[config.mk]
export PLATFORM = sky130hd
export DESIGN_NAME = vec_operand_fetch_flat
export DESIGN_NICKNAME = d
export VERILOG_FILES = /design/src/rtl/vec_pkg.sv /design/src/rtl/vec_operand_fetch_if.sv /design/src/rtl/vec_opf_fifo.sv /design/src/rtl/vec_operand_fetch.sv /design/src/flat_wrapper.sv
export SDC_FILE = /design/constraint.sdc
export NUM_CORES = 1
export LEC_CHECK = 0
export ABC_AREA = 1
export BUFFER_PORTS_ARGS = -buffer_cell sky130_fd_sc_hd__buf_4
export CORE_MARGIN = 8
export CORE_UTILIZATION = 49
export CTS_BUF_LIST = sky130_fd_sc_hd__clkbuf_8 sky130_fd_sc_hd__clkbuf_16
export DETAILED_ROUTE_END_ITERATION = 6
export PLACE_DENSITY = 0.86
export SETUP_SLACK_MARGIN = 0.05
export SKIP_LAST_GASP = 1
export SLEW_MARGIN = 20
export SYNTH_ARGS = -nofsm -noshare
export SYNTH_HDL_FRONTEND = slang
export SYNTH_SLANG_ARGS = --single-unit
export TNS_END_PERCENT = 100
[constraint.sdc]
create_clock -name clk -period 8.1 [get_ports clk]
set_clock_uncertainty 0.1 [all_clocks]
set_input_delay 1.215 -clock clk [delete_from_list [all_inputs] [get_ports clk]]
set_output_delay 1.215 -clock clk [all_outputs]
set_load 0.01 [all_outputs]
[src/rtl/vec_pkg.sv]
// Shared constants, FSM state and FIFO entry type for the vector operand fetch block.
package vec_pkg;

    localparam int DATA_WIDTH   = 64;
    localparam int ADDR_WIDTH   = 5;
    localparam int OFF_BITS     = 8;
    localparam int PACK_PER_REG = 256;
    localparam int FIFO_DEPTH   = 2;

    // One extra bit so a count of PACK_PER_REG is representable without wrapping.
    typedef logic [OFF_BITS:0] cnt_t;

    localparam cnt_t PKT_MAX = cnt_t'(PACK_PER_REG);

    typedef enum logic [1:0] {
        IDLE  = 2'd0,
        ISSUE = 2'd1,
        DRAIN = 2'd2
    } opf_state_t;

    typedef struct packed {
        logic [DATA_WIDTH-1:0] data_1;
        logic [DATA_WIDTH-1:0] data_2;
        logic [OFF_BITS-1:0]   off;
        logic                  last;
    } opf_entry_t;

endpackage

[src/rtl/vec_operand_fetch_if.sv]
// Operand pair channel towards the vector ALU.
// Handshake: a pair transfers on a rising edge where op_valid & op_ready; once op_valid is
// raised the producer holds op_* stable until that transfer, and op_valid never depends on op_ready.
interface vec_operand_fetch_if;
    import vec_pkg::*;

    logic                  op_valid;
    logic                  op_ready;
    logic [DATA_WIDTH-1:0] op_data_1;
    logic [DATA_WIDTH-1:0] op_data_2;
    logic [OFF_BITS-1:0]   op_off;
    logic                  op_last;

    modport master (
        output op_valid, op_data_1, op_data_2, op_off, op_last,
        input  op_ready
    );

    modport slave (
        input  op_valid, op_data_1, op_data_2, op_off, op_last,
        output op_ready
    );

endinterface

[src/rtl/vec_opf_fifo.sv]
// Two-entry first-word-fall-through buffer for returned operand pairs.
module vec_opf_fifo
    import vec_pkg::*;
(
    input  logic       clk,
    input  logic       rst,
    input  logic       push_i,
    input  opf_entry_t push_data_i,
    input  logic       pop_i,
    output logic [1:0] count_o,
    output opf_entry_t head_o
);

    opf_entry_t mem_q [2];
    logic       wr_ptr_q;
    logic       rd_ptr_q;
    logic [1:0] count_q;
    logic [1:0] count_d;

    always_comb begin
        count_d = count_q;
        case ({push_i, pop_i})
            2'b10:   count_d = count_q + 2'd1;
            2'b01:   count_d = count_q - 2'd1;
            default: count_d = count_q;
        endcase
    end

    always_ff @(posedge clk or posedge rst) begin
        if (rst) begin
            wr_ptr_q <= 1'b0;
            rd_ptr_q <= 1'b0;
            count_q  <= 2'd0;
        end else begin
            if (push_i) wr_ptr_q <= ~wr_ptr_q;
            if (pop_i)  rd_ptr_q <= ~rd_ptr_q;
            count_q <= count_d;
        end
    end

    // Storage carries no reset; only the pointers and count define validity.
    always_ff @(posedge clk) begin
        if (push_i) mem_q[wr_ptr_q] <= push_data_i;
    end

    assign count_o = count_q;
    assign head_o  = mem_q[rd_ptr_q];

endmodule

[src/rtl/vec_operand_fetch.sv]
// Walks packet offsets of one operand request, drives both regfile read ports and buffers
// the 1-cycle-late read data into aligned operand pairs. Optional macro: VEC_OPF_SCALAR_EN.
module vec_operand_fetch
    import vec_pkg::*;
(
    input  logic                  clk,
    input  logic                  rst,
    input  logic                  req_valid,
    output logic                  req_ready,
    input  logic [ADDR_WIDTH-1:0] req_vs1,
    input  logic [ADDR_WIDTH-1:0] req_vs2,
    input  logic [OFF_BITS:0]     req_npkt,
    input  logic                  req_scalar,
    input  logic [DATA_WIDTH-1:0] req_scalar_data,
    output logic                  rd_en_1,
    output logic                  rd_en_2,
    output logic [ADDR_WIDTH-1:0] rd_addr_1,
    output logic [ADDR_WIDTH-1:0] rd_addr_2,
    output logic [OFF_BITS-1:0]   rd_off_1,
    output logic [OFF_BITS-1:0]   rd_off_2,
    input  logic [DATA_WIDTH-1:0] rd_data_1,
    input  logic [DATA_WIDTH-1:0] rd_data_2,
    vec_operand_fetch_if.master   op,
    output logic                  busy,
    output opf_state_t            dbg_state_o
);

    opf_state_t            state_q;
    logic [ADDR_WIDTH-1:0] vs1_q;
    logic [ADDR_WIDTH-1:0] vs2_q;
    cnt_t                  npkt_q;
    cnt_t                  off_q;
    logic                  inflight_q;
    logic [OFF_BITS-1:0]   infl_off_q;
    logic                  infl_last_q;

    logic       pop;
    logic       issue;
    logic       issue_last;
    logic       accept;
    logic       drain_done;
    logic [2:0] occ;
    logic [1:0] fifo_count;
    cnt_t       npkt_sat;
    opf_entry_t push_entry;
    opf_entry_t head;
    logic [DATA_WIDTH-1:0] push_data_2;

    assign accept     = req_valid & req_ready;
    assign npkt_sat   = (req_npkt > PKT_MAX) ? PKT_MAX : req_npkt;
    assign pop        = op.op_valid & op.op_ready;

    // Slots already committed (held + in flight) after this cycle's pop must leave room.
    assign occ        = {1'b0, fifo_count} + {2'b00, inflight_q} - {2'b00, pop};
    assign issue      = (state_q == ISSUE) && (occ < 3'(FIFO_DEPTH));
    assign issue_last = (off_q == (npkt_q - cnt_t'(1)));
    assign drain_done = !inflight_q && ((fifo_count == 2'd0) || ((fifo_count == 2'd1) && pop));

    always_ff @(posedge clk or posedge rst) begin
        if (rst) begin
            state_q     <= IDLE;
            vs1_q       <= '0;
            vs2_q       <= '0;
            npkt_q      <= '0;
            off_q       <= '0;
            inflight_q  <= 1'b0;
            infl_off_q  <= '0;
            infl_last_q <= 1'b0;
        end else begin
            inflight_q <= issue;
            if (issue) begin
                infl_off_q  <= off_q[OFF_BITS-1:0];
                infl_last_q <= issue_last;
                off_q       <= off_q + cnt_t'(1);
            end
            case (state_q)
                IDLE: begin
                    if (accept) begin
                        vs1_q  <= req_vs1;
                        vs2_q  <= req_vs2;
                        npkt_q <= npkt_sat;
                        off_q  <= '0;
                        if (npkt_sat != '0) state_q <= ISSUE;
                    end
                end
                ISSUE: begin
                    if (issue && issue_last) state_q <= DRAIN;
                end
                DRAIN: begin
                    if (drain_done) state_q <= IDLE;
                end
                default: state_q <= IDLE;
            endcase
        end
    end

`ifdef VEC_OPF_SCALAR_EN
    logic                  scalar_q;
    logic [DATA_WIDTH-1:0] scalar_data_q;

    always_ff @(posedge clk or posedge rst) begin
        if (rst) begin
            scalar_q      <= 1'b0;
            scalar_data_q <= '0;
        end else if (accept) begin
            scalar_q      <= req_scalar;
            scalar_data_q <= req_scalar_data;
        end
    end

    assign rd_en_2     = issue & ~scalar_q;
    assign push_data_2 = scalar_q ? scalar_data_q : rd_data_2;
`else
    logic unused_scalar;
    assign unused_scalar = ^{req_scalar, req_scalar_data};
    assign rd_en_2       = issue;
    assign push_data_2   = rd_data_2;
`endif

    assign rd_en_1   = issue;
    assign rd_addr_1 = vs1_q;
    assign rd_addr_2 = vs2_q;
    assign rd_off_1  = off_q[OFF_BITS-1:0];
    assign rd_off_2  = off_q[OFF_BITS-1:0];

    assign push_entry.data_1 = rd_data_1;
    assign push_entry.data_2 = push_data_2;
    assign push_entry.off    = infl_off_q;
    assign push_entry.last   = infl_last_q;

    vec_opf_fifo u_fifo (
        .clk         (clk),
        .rst         (rst),
        .push_i      (inflight_q),
        .push_data_i (push_entry),
        .pop_i       (pop),
        .count_o     (fifo_count),
        .head_o      (head)
    );

    assign op.op_valid  = (fifo_count != 2'd0);
    assign op.op_data_1 = head.data_1;
    assign op.op_data_2 = head.data_2;
    assign op.op_off    = head.off;
    assign op.op_last   = head.last;

    assign req_ready   = (state_q == IDLE) & ~rst;
    assign busy        = (state_q != IDLE);
    assign dbg_state_o = state_q;

endmodule

[src/flat_wrapper.sv]
// flat-port wrapper written by rule: the top's interface ports become plain ports
module vec_operand_fetch_flat import vec_pkg::*;
  (clk, rst, req_valid, req_ready, req_vs1, req_vs2, req_npkt, req_scalar, req_scalar_data, rd_en_1, rd_en_2, rd_addr_1, rd_addr_2, rd_off_1, rd_off_2, rd_data_1, rd_data_2, busy, dbg_state_o, op_op_valid, op_op_data_1, op_op_data_2, op_op_off, op_op_last, op_op_ready);
  vec_operand_fetch_if op_i ();
  input  logic clk;
  input  logic rst;
  input  logic req_valid;
  output logic req_ready;
  input  logic [ADDR_WIDTH-1:0] req_vs1;
  input  logic [ADDR_WIDTH-1:0] req_vs2;
  input  logic [OFF_BITS:0] req_npkt;
  input  logic req_scalar;
  input  logic [DATA_WIDTH-1:0] req_scalar_data;
  output logic rd_en_1;
  output logic rd_en_2;
  output logic [ADDR_WIDTH-1:0] rd_addr_1;
  output logic [ADDR_WIDTH-1:0] rd_addr_2;
  output logic [OFF_BITS-1:0] rd_off_1;
  output logic [OFF_BITS-1:0] rd_off_2;
  input  logic [DATA_WIDTH-1:0] rd_data_1;
  input  logic [DATA_WIDTH-1:0] rd_data_2;
  output logic busy;
  output opf_state_t dbg_state_o;
  output wire logic [$bits(op_i.op_valid)-1:0] op_op_valid;
  output wire logic [$bits(op_i.op_data_1)-1:0] op_op_data_1;
  output wire logic [$bits(op_i.op_data_2)-1:0] op_op_data_2;
  output wire logic [$bits(op_i.op_off)-1:0] op_op_off;
  output wire logic [$bits(op_i.op_last)-1:0] op_op_last;
  input wire logic [$bits(op_i.op_ready)-1:0] op_op_ready;
  assign op_op_valid = op_i.op_valid;
  assign op_op_data_1 = op_i.op_data_1;
  assign op_op_data_2 = op_i.op_data_2;
  assign op_op_off = op_i.op_off;
  assign op_op_last = op_i.op_last;
  assign op_i.op_ready = op_op_ready;
  vec_operand_fetch u_core (.clk(clk), .rst(rst), .req_valid(req_valid), .req_ready(req_ready), .req_vs1(req_vs1), .req_vs2(req_vs2), .req_npkt(req_npkt), .req_scalar(req_scalar), .req_scalar_data(req_scalar_data), .rd_en_1(rd_en_1), .rd_en_2(rd_en_2), .rd_addr_1(rd_addr_1), .rd_addr_2(rd_addr_2), .rd_off_1(rd_off_1), .rd_off_2(rd_off_2), .rd_data_1(rd_data_1), .rd_data_2(rd_data_2), .op(op_i), .busy(busy), .dbg_state_o(dbg_state_o));
endmodule
==> summary.txt, run 1 <==
Detailed routing
  – Vias/cell: 5.01
  – Initial DRT Pass Iterations: 4
  – DRC Markers: 0
  – Via count: 7053
  – Wire length per cell: a little under 20 um
  – Routed wire length: between 20 and 30 mm
  – Initial drt markers: 466
  – Post-DRT Antenna Nets: 0

Clocking
  – CTS Hold Bufs: 0
  – CTS sink count: 318
  – CTS Buf Count: 31
  – Worst-path clk slew: 0.06 ns
  – Max clock buf depth: 3
  – CTS root buffer: clkbuf_16
  – CTS resizes: 0
  – H-tree level count: 1
  – Clock latency at the later pin of the worst-skew pair: 0.54 ns
  – CTS tree: yes
  – Post-CTS Setup Inserts: 0

Yosys
  – Syn avg cell area: 16.7 um^2
  – Largest cells by area after synthesis: edfxtp_1, mux2_2, dfrtp_1
  – Post-synthesis async set-or-reset flop share: approximately 14%
  – Mux cell area share after synthesis: 12.6%
  – Synth Cell Area: ~12000 um^2
  – Top cell type's share of synthesized area: 67.1%
  – Yosys reg bits: 318
  – Main synth FF type: edfxtp_1
  – Yosys top cell by area: edfxtp_1
  – Yosys cell types: 28
  – Post-Synth XOR/XNOR Area: 0.928%
  – Syn nets: 958
  – Compound-Gate Fraction of Synth Area: 1.37%
  – Leading cell type by number of instances after synthesis: edfxtp_1
  – Adder-cell area share of the yosys netlist: 0.673%
  – Post-synthesis cell count: 736
  – Largest family of logic cells by synthesized area: multiplexers
  – Post-synthesis sequential area ratio: 76.1%
  – Yosys warning total: 0
  – Commonest cells post-synth: edfxtp_1, mux2_2, nand2_1
  – Synth Area in Simple Gates: 5.32%
  – Count of flip-flops with a built-in enable after synthesis: 274

Power
  – Peak VDD IR: 0.275 mV
  – Leakage: 0.00638 uW
  – Pwr Density: 384 nW/um^2
  – Design Power: 6090 uW

Worst hold path
  – HP Class: flip-flop to flip-flop

Place
  – DP Cell Count: about 1400
  – Input/output buffers: 320
  – Hpwl dp: 18.9 mm
  – Gpl congestion: about 0.8

STA
  – Max Fclk: about 0.22 GHz
  – Relative slew slack: 33.3%
  – Final period utilization: 55.6%
  – Final Max Tran Viols: 0
  – Final hold violations: 0
  – TNS Setup: 0 ns
  – Min Clock Period, post-route: 4.50 ns
  – Worst-Margin Slew: 1.00 ns
  – RSZ-0062 raised after global routing: false
  – # setup viols final: 0

Status
  – Outcome: finished clean

Worst setup path
  – Critical Path Most Common Cell: buf_4
  – Critical Path Start Type: input port
  – Setup crit end kind: output port
  – Data arrival time of the critical path: 3.19 ns
  – Worst-path cell chain: buf_4, nand2_1, inv_1, ha_1, or2_2, fa_1, nand3_2, nor2_8, buf_4
  – CP peak stage delay: just over 0.5 ns
  – Required time worst endpoint: between 6 and 7 ns
  – Crit Path Class: input port to output port
  – CP max stage cell: fa_1
  – Crit path max fanout: 11

Floorplanning
  – Chip Width: ~170 um
  – Area of the die: 30400 um^2
  – Core area: between 20000 and 25000 um^2
  – Die Y: 174 um
  – Initial core utilization: 49.3%
  – # IOs: 386
  – FP Rows: 58

GRT
  – Total track usage: 17.5%
  – Initial antenna violation count: 1
  – First-pass GRT wire length: 41.7 mm
  – Gr ovfl total: 0
  – Largest net degree at the start of global routing: 74
  – Vias in the first global route: ~7500

Flow run
  – Max-Cap Viols: 0

Finish
  – Fin nets: 1276
  – Fin cells: 1409
  – Layout cells sized above 1: 48.5%
  – FILL cells: 1778
  – Synth-to-layout area growth: 29.5%
-- stage by stage --
step | hold slack [ns] | utilization, % | setup WS, ns | cell area (um^2)
floorplan | 0.342 | - | 1.21 | 12300
global placement | 0.351 | 59.8 | 3.64 | 14900
detailed placement | 0.352 | 59.8 | 3.59 | 14900
CTS | 0.367 | 63.8 | 3.59 | 15900
global route | 0.378 | 63.8 | 3.45 | 15900
finish | 0.368 | 63.8 | 3.60 | 15900
-- cell type report --
type / instances / area (um^2) / area share (%)
Antenna cell: 1 / 2.50 / 0.0158
Clock buffer: 36 / 856 / 5.39
Clock inverter: 21 / 139 / 0.874
Inverter: 35 / 136 / 0.858
Multi-Input combinational cell: 343 / 2570 / 16.2
Sequential cell: 318 / 9330 / 58.7
Tap cell: 330 / 413 / 2.60
Timing Repair Buffer: 325 / 2440 / 15.4
-- layer usage --
layer  global-route usage [%]  vias up  routed length, um  part of all wire [%]
met5                        0        -                  0                     0
met4                     4.45        0                524                   1.9
met3                     4.66       42               2130                   7.7
met2                     30.9      283              14300                    52
met1                     20.8     3422              10700                    39
li1                         -     3306                  -                     -
-- cells in the final DEF, fill, tap and decap left out, drive strengths merged --
master / count
buf: 325
edfxtp: 274
mux2: 137
nand2: 105
inv: 45
dfrtp: 44
clkbuf: 36
o21ai: 24
nor2: 22
nand3: 20
clkinv: 9
a21oi: 8
xor2: 7
xnor2: 6
ha: 5
or2: 3
nor4: 2
diode: 1
nor3: 1
nand4: 1
o21bai: 1
fa: 1
clkinvlp: 1
bufinv: 1
-- worst max-delay path, delay by kind of cell --
kind,cells,cell delay (ns)
buffers and inverters,3,0.32
AND/OR/NAND/NOR,4,0.78
adder cells (fa/ha/maj),2,0.86
-- worst paths after layout --
path	start	endpoint	slack, ns	depth (start not counted)
max	op_op_ready	rd_en_1	3.60	9
min	u_core.infl_off_q[4]$_DFFE_PP0N_	u_core.u_fifo.mem_q[1][5]$_DFFE_PP_	0.37	0
max reg2reg	u_core.u_fifo.count_o[1]$_DFFE_PP0N_	u_core.off_q[7]$_DFF_PP0_	4.74	15
min reg2reg	u_core.infl_off_q[4]$_DFFE_PP0N_	u_core.u_fifo.mem_q[1][5]$_DFFE_PP_	0.37	0
max in group asynchronous	rst	u_core.u_fifo.rd_ptr_q$_DFFE_PP0P_	6.77	3
min in group asynchronous	rst	u_core.rd_addr_2[1]$_DFFE_PP0P_	0.72	3
-- power breakdown --
group | total [uW] | internal (uW) | switching (uW)
sequential | 2560 | 2310 | 251
clock | 1360 | 785 | 577
combinational | 2170 | 1040 | 1130
total | 6090 | 4140 | 1950
-- registers in the layout, indices dropped and copies added, names as in the netlist --
signal / cells
u_core.rd_addr_2: 5
u_core.inflight_q: 1
u_core.npkt_q: 9
u_core.rd_addr_1: 5
u_core.infl_last_q: 1
u_core.dbg_state_o: 2
u_core.off_q: 9
u_core.u_fifo.mem_q: 274
u_core.infl_off_q: 8
u_core.u_fifo.rd_ptr_q: 1
u_core.u_fifo.count_o: 2
u_core.u_fifo.wr_ptr_q: 1
-- logic make-up after synthesis --
group                    count (synthesis)
AO/OA/AOI/OAI                           33
AND/OR/NAND/NOR                        154
flip-flops                             318
XOR/XNOR                                13
buffers and inverters                   75
multiplexers                           137
adder cells (fa/ha/maj)                  6
Power figures use the tool's default switching activity.
==> run 2: changes to the inputs <==
clock period = 4.6 ns   (was 8.1 ns; I/O delays follow)
==> run 2 against run 1 <==
Against the previous run: final area increased by 0.65%; power increased by 81%; critical path type is now flip-flop to output port; clock-buffer cell count decreased by 5; sequential power increased by 74%; via count increased by 2.5%; sequential cell count unchanged; register-to-register slack got worse by 3.5 ns; core utilization increased by 0.41 points; critical path depth increased by 2; hold slack got worse by 0.17 ns; first-iteration DRC count increased by 8.8%.
==> summary.txt, run 2 (synthesis gave the netlist of run 1 again) <==
Status
  – Outcome: finished clean

Detailed routing
  – Vias/cell: about 5.1
  – Post-DRT Antenna Nets: 0
  – Initial DRT Pass Iterations: 5
  – Routed wire length: a little under 30 mm
  – DRC Markers: 0
  – Wire length per cell: 20.6 um
  – Initial drt markers: 507
  – Via count: 7229

Clocking
  – Worst-path clk slew: approximately 0.06 ns
  – CTS tree: yes
  – Max clock buf depth: 3
  – CTS root buffer: clkbuf_16
  – Clock latency at the later pin of the worst-skew pair: 0.54 ns
  – CTS Hold Bufs: 0
  – Post-CTS Setup Inserts: 0
  – CTS sink count: 318
  – H-tree level count: 1
  – CTS resizes: 0
  – CTS Buf Count: 31

Finish
  – Antenna Cells: 0
  – Most flops, register: u_core.u_fifo.mem_q
  – Layout cells sized above 1: ~49%
  – Top Registers: u_core.u_fifo.mem_q x274, u_core.npkt_q x9, u_core.off_q x9
  – Most frequent cells in the layout: buf_4, edfxtp_1, mux2_2, nand2_1, dfrtp_1
  – Commonest non-fill, non-tap cell in the layout: buf_4
  – Largest register FFs: 274
  – Fin nets: about 1300
  – Fin cells: 1410
  – Synth-to-layout area growth: 30.4%

Power
  – Int Pwr: 7490 uW
  – Peak VDD IR: 0.450 mV
  – Pwr Density: 688 nW/um^2
  – Sw Share: 32.0%
  – Clk pwr share: 23.7%
  – Seq pwr share: 40.5%
  – Combinational Power Share: 35.8%
  – Switching power: 3520 uW
  – Leakage: roughly 0.0064 uW

Floorplanning
  – # IOs: 386
  – Die Y: 174 um
  – FP Rows: 58
  – Area of the die: just over 30000 um^2
  – Core area: 24900 um^2
  – Initial core utilization: approximately half
  – Chip Width: 174 um

Place
  – DP Cell Count: ~1400
  – Hpwl dp: slightly below 20 mm
  – Gpl congestion: 0.791
  – Input/output buffers: 320

Worst setup path
  – Crit path max fanout: 11
  – Required time worst endpoint: 3.81 ns
  – Critical Path Start Type: flip-flop
  – Data arrival time of the critical path: 3.14 ns
  – Setup crit end kind: output port
  – Crit Path Class: flip-flop to output port

GRT
  – Vias in the first global route: 7637
  – Largest net degree at the start of global routing: 88
  – Gr ovfl total: 0
  – Initial antenna violation count: 1
  – First-pass GRT wire length: 43.5 mm
  – Total track usage: 18.3%

STA
  – TNS Setup: 0 ns
  – Relative slew slack: 43.7%
  – RSZ-0062 raised after global routing: false
  – Final hold violations: 0
  – Final Max Tran Viols: 0
  – Final period utilization: a little under nine tenths
  – Worst-Margin Slew: 0.845 ns
  – Min Clock Period, post-route: 3.93 ns
  – Max Fclk: 0.255 GHz
  – # setup viols final: 0

Flow run
  – Max-Cap Viols: 0

Worst hold path
  – HP Class: input port to async pin
## run 2: critical path, cell delays in order, from the launching register on
cell and delay [ns]:
dfrtp_1 0.43, inv_2 0.09, ha_1 0.16, inv_1 0.06, nand2_1 0.09, inv_1 0.05, ha_1 0.34, or2_2 0.32
fa_1 0.52, nand3_2 0.13, nor2_8 0.24, buf_4 0.16
## run 2: routing by layer
metal	GRT usage [%]	part of all wire [%]	wire (um)	up-vias
met5	0	0.055	16	-
met4	4.20	2.0	566	2
met3	6.23	9.6	2790	48
met2	32.3	51	14900	328
met1	21.2	37	10700	3552
li1	-	-	-	3299
## run 2: power groups by stage
stage          sequential, uW  combinational, uW  clock, uW
2_1_floorplan            4430               2370          0
3_3_place_gp             4440               3880          0
3_5_place_dp             4500               3970          0
4_1_cts                  4470               4010       2650
5_1_grt                  4540               4270       2770
6_report                 4460               3940       2600
## run 2: cell type report
cell class | count | area (um^2)
sequential | 318 | 9330
fill | 1701 | 8900
multi-input combinational | 343 | 2570
timing repair buffer | 327 | 2480
clock buffer | 31 | 776
tap | 330 | 413
clock inverter | 26 | 284
inverter | 35 | 136
## run 2: worst paths after layout
| check | startpoint | to | slack, ns | cells after the start |
|---|---|---|---|---|
| setup / recovery | u_core.u_fifo.count_o[1]$_DFFE_PP0N_ | rd_en_1 | 0.67 | 11 |
| hold / removal | rst | u_core.rd_addr_1[4]$_DFFE_PP0P_ | 0.20 | 3 |
| setup reg to reg | u_core.u_fifo.count_o[1]$_DFFE_PP0N_ | u_core.off_q[7]$_DFF_PP0_ | 1.27 | 15 |
| hold reg to reg | u_core.infl_off_q[7]$_DFFE_PP0N_ | u_core.u_fifo.mem_q[1][8]$_DFFE_PP_ | 0.38 | 0 |
| max in group asynchronous | rst | u_core.u_fifo.rd_ptr_q$_DFFE_PP0P_ | 3.79 | 3 |
| min in group clk | rd_data_2[52] | u_core.u_fifo.mem_q[0][61]$_DFFE_PP_ | 0.23 | 1 |
## run 2: through the flow
stage                     total power (uW)  hold slack (ns)  area, um^2  utilization, %  worst slack, ns
after global placement                8320            0.351       14900            60.0             1.18
after global routing                 11600            0.198       16000            64.2            0.502
after floorplan                       6800            0.342       12300               -           0.0587
final                                11000            0.196       16000            64.2            0.672
after detailed placement              8470            0.362       14900            60.0             1.13
after CTS                            11100            0.194       16000            64.2            0.625
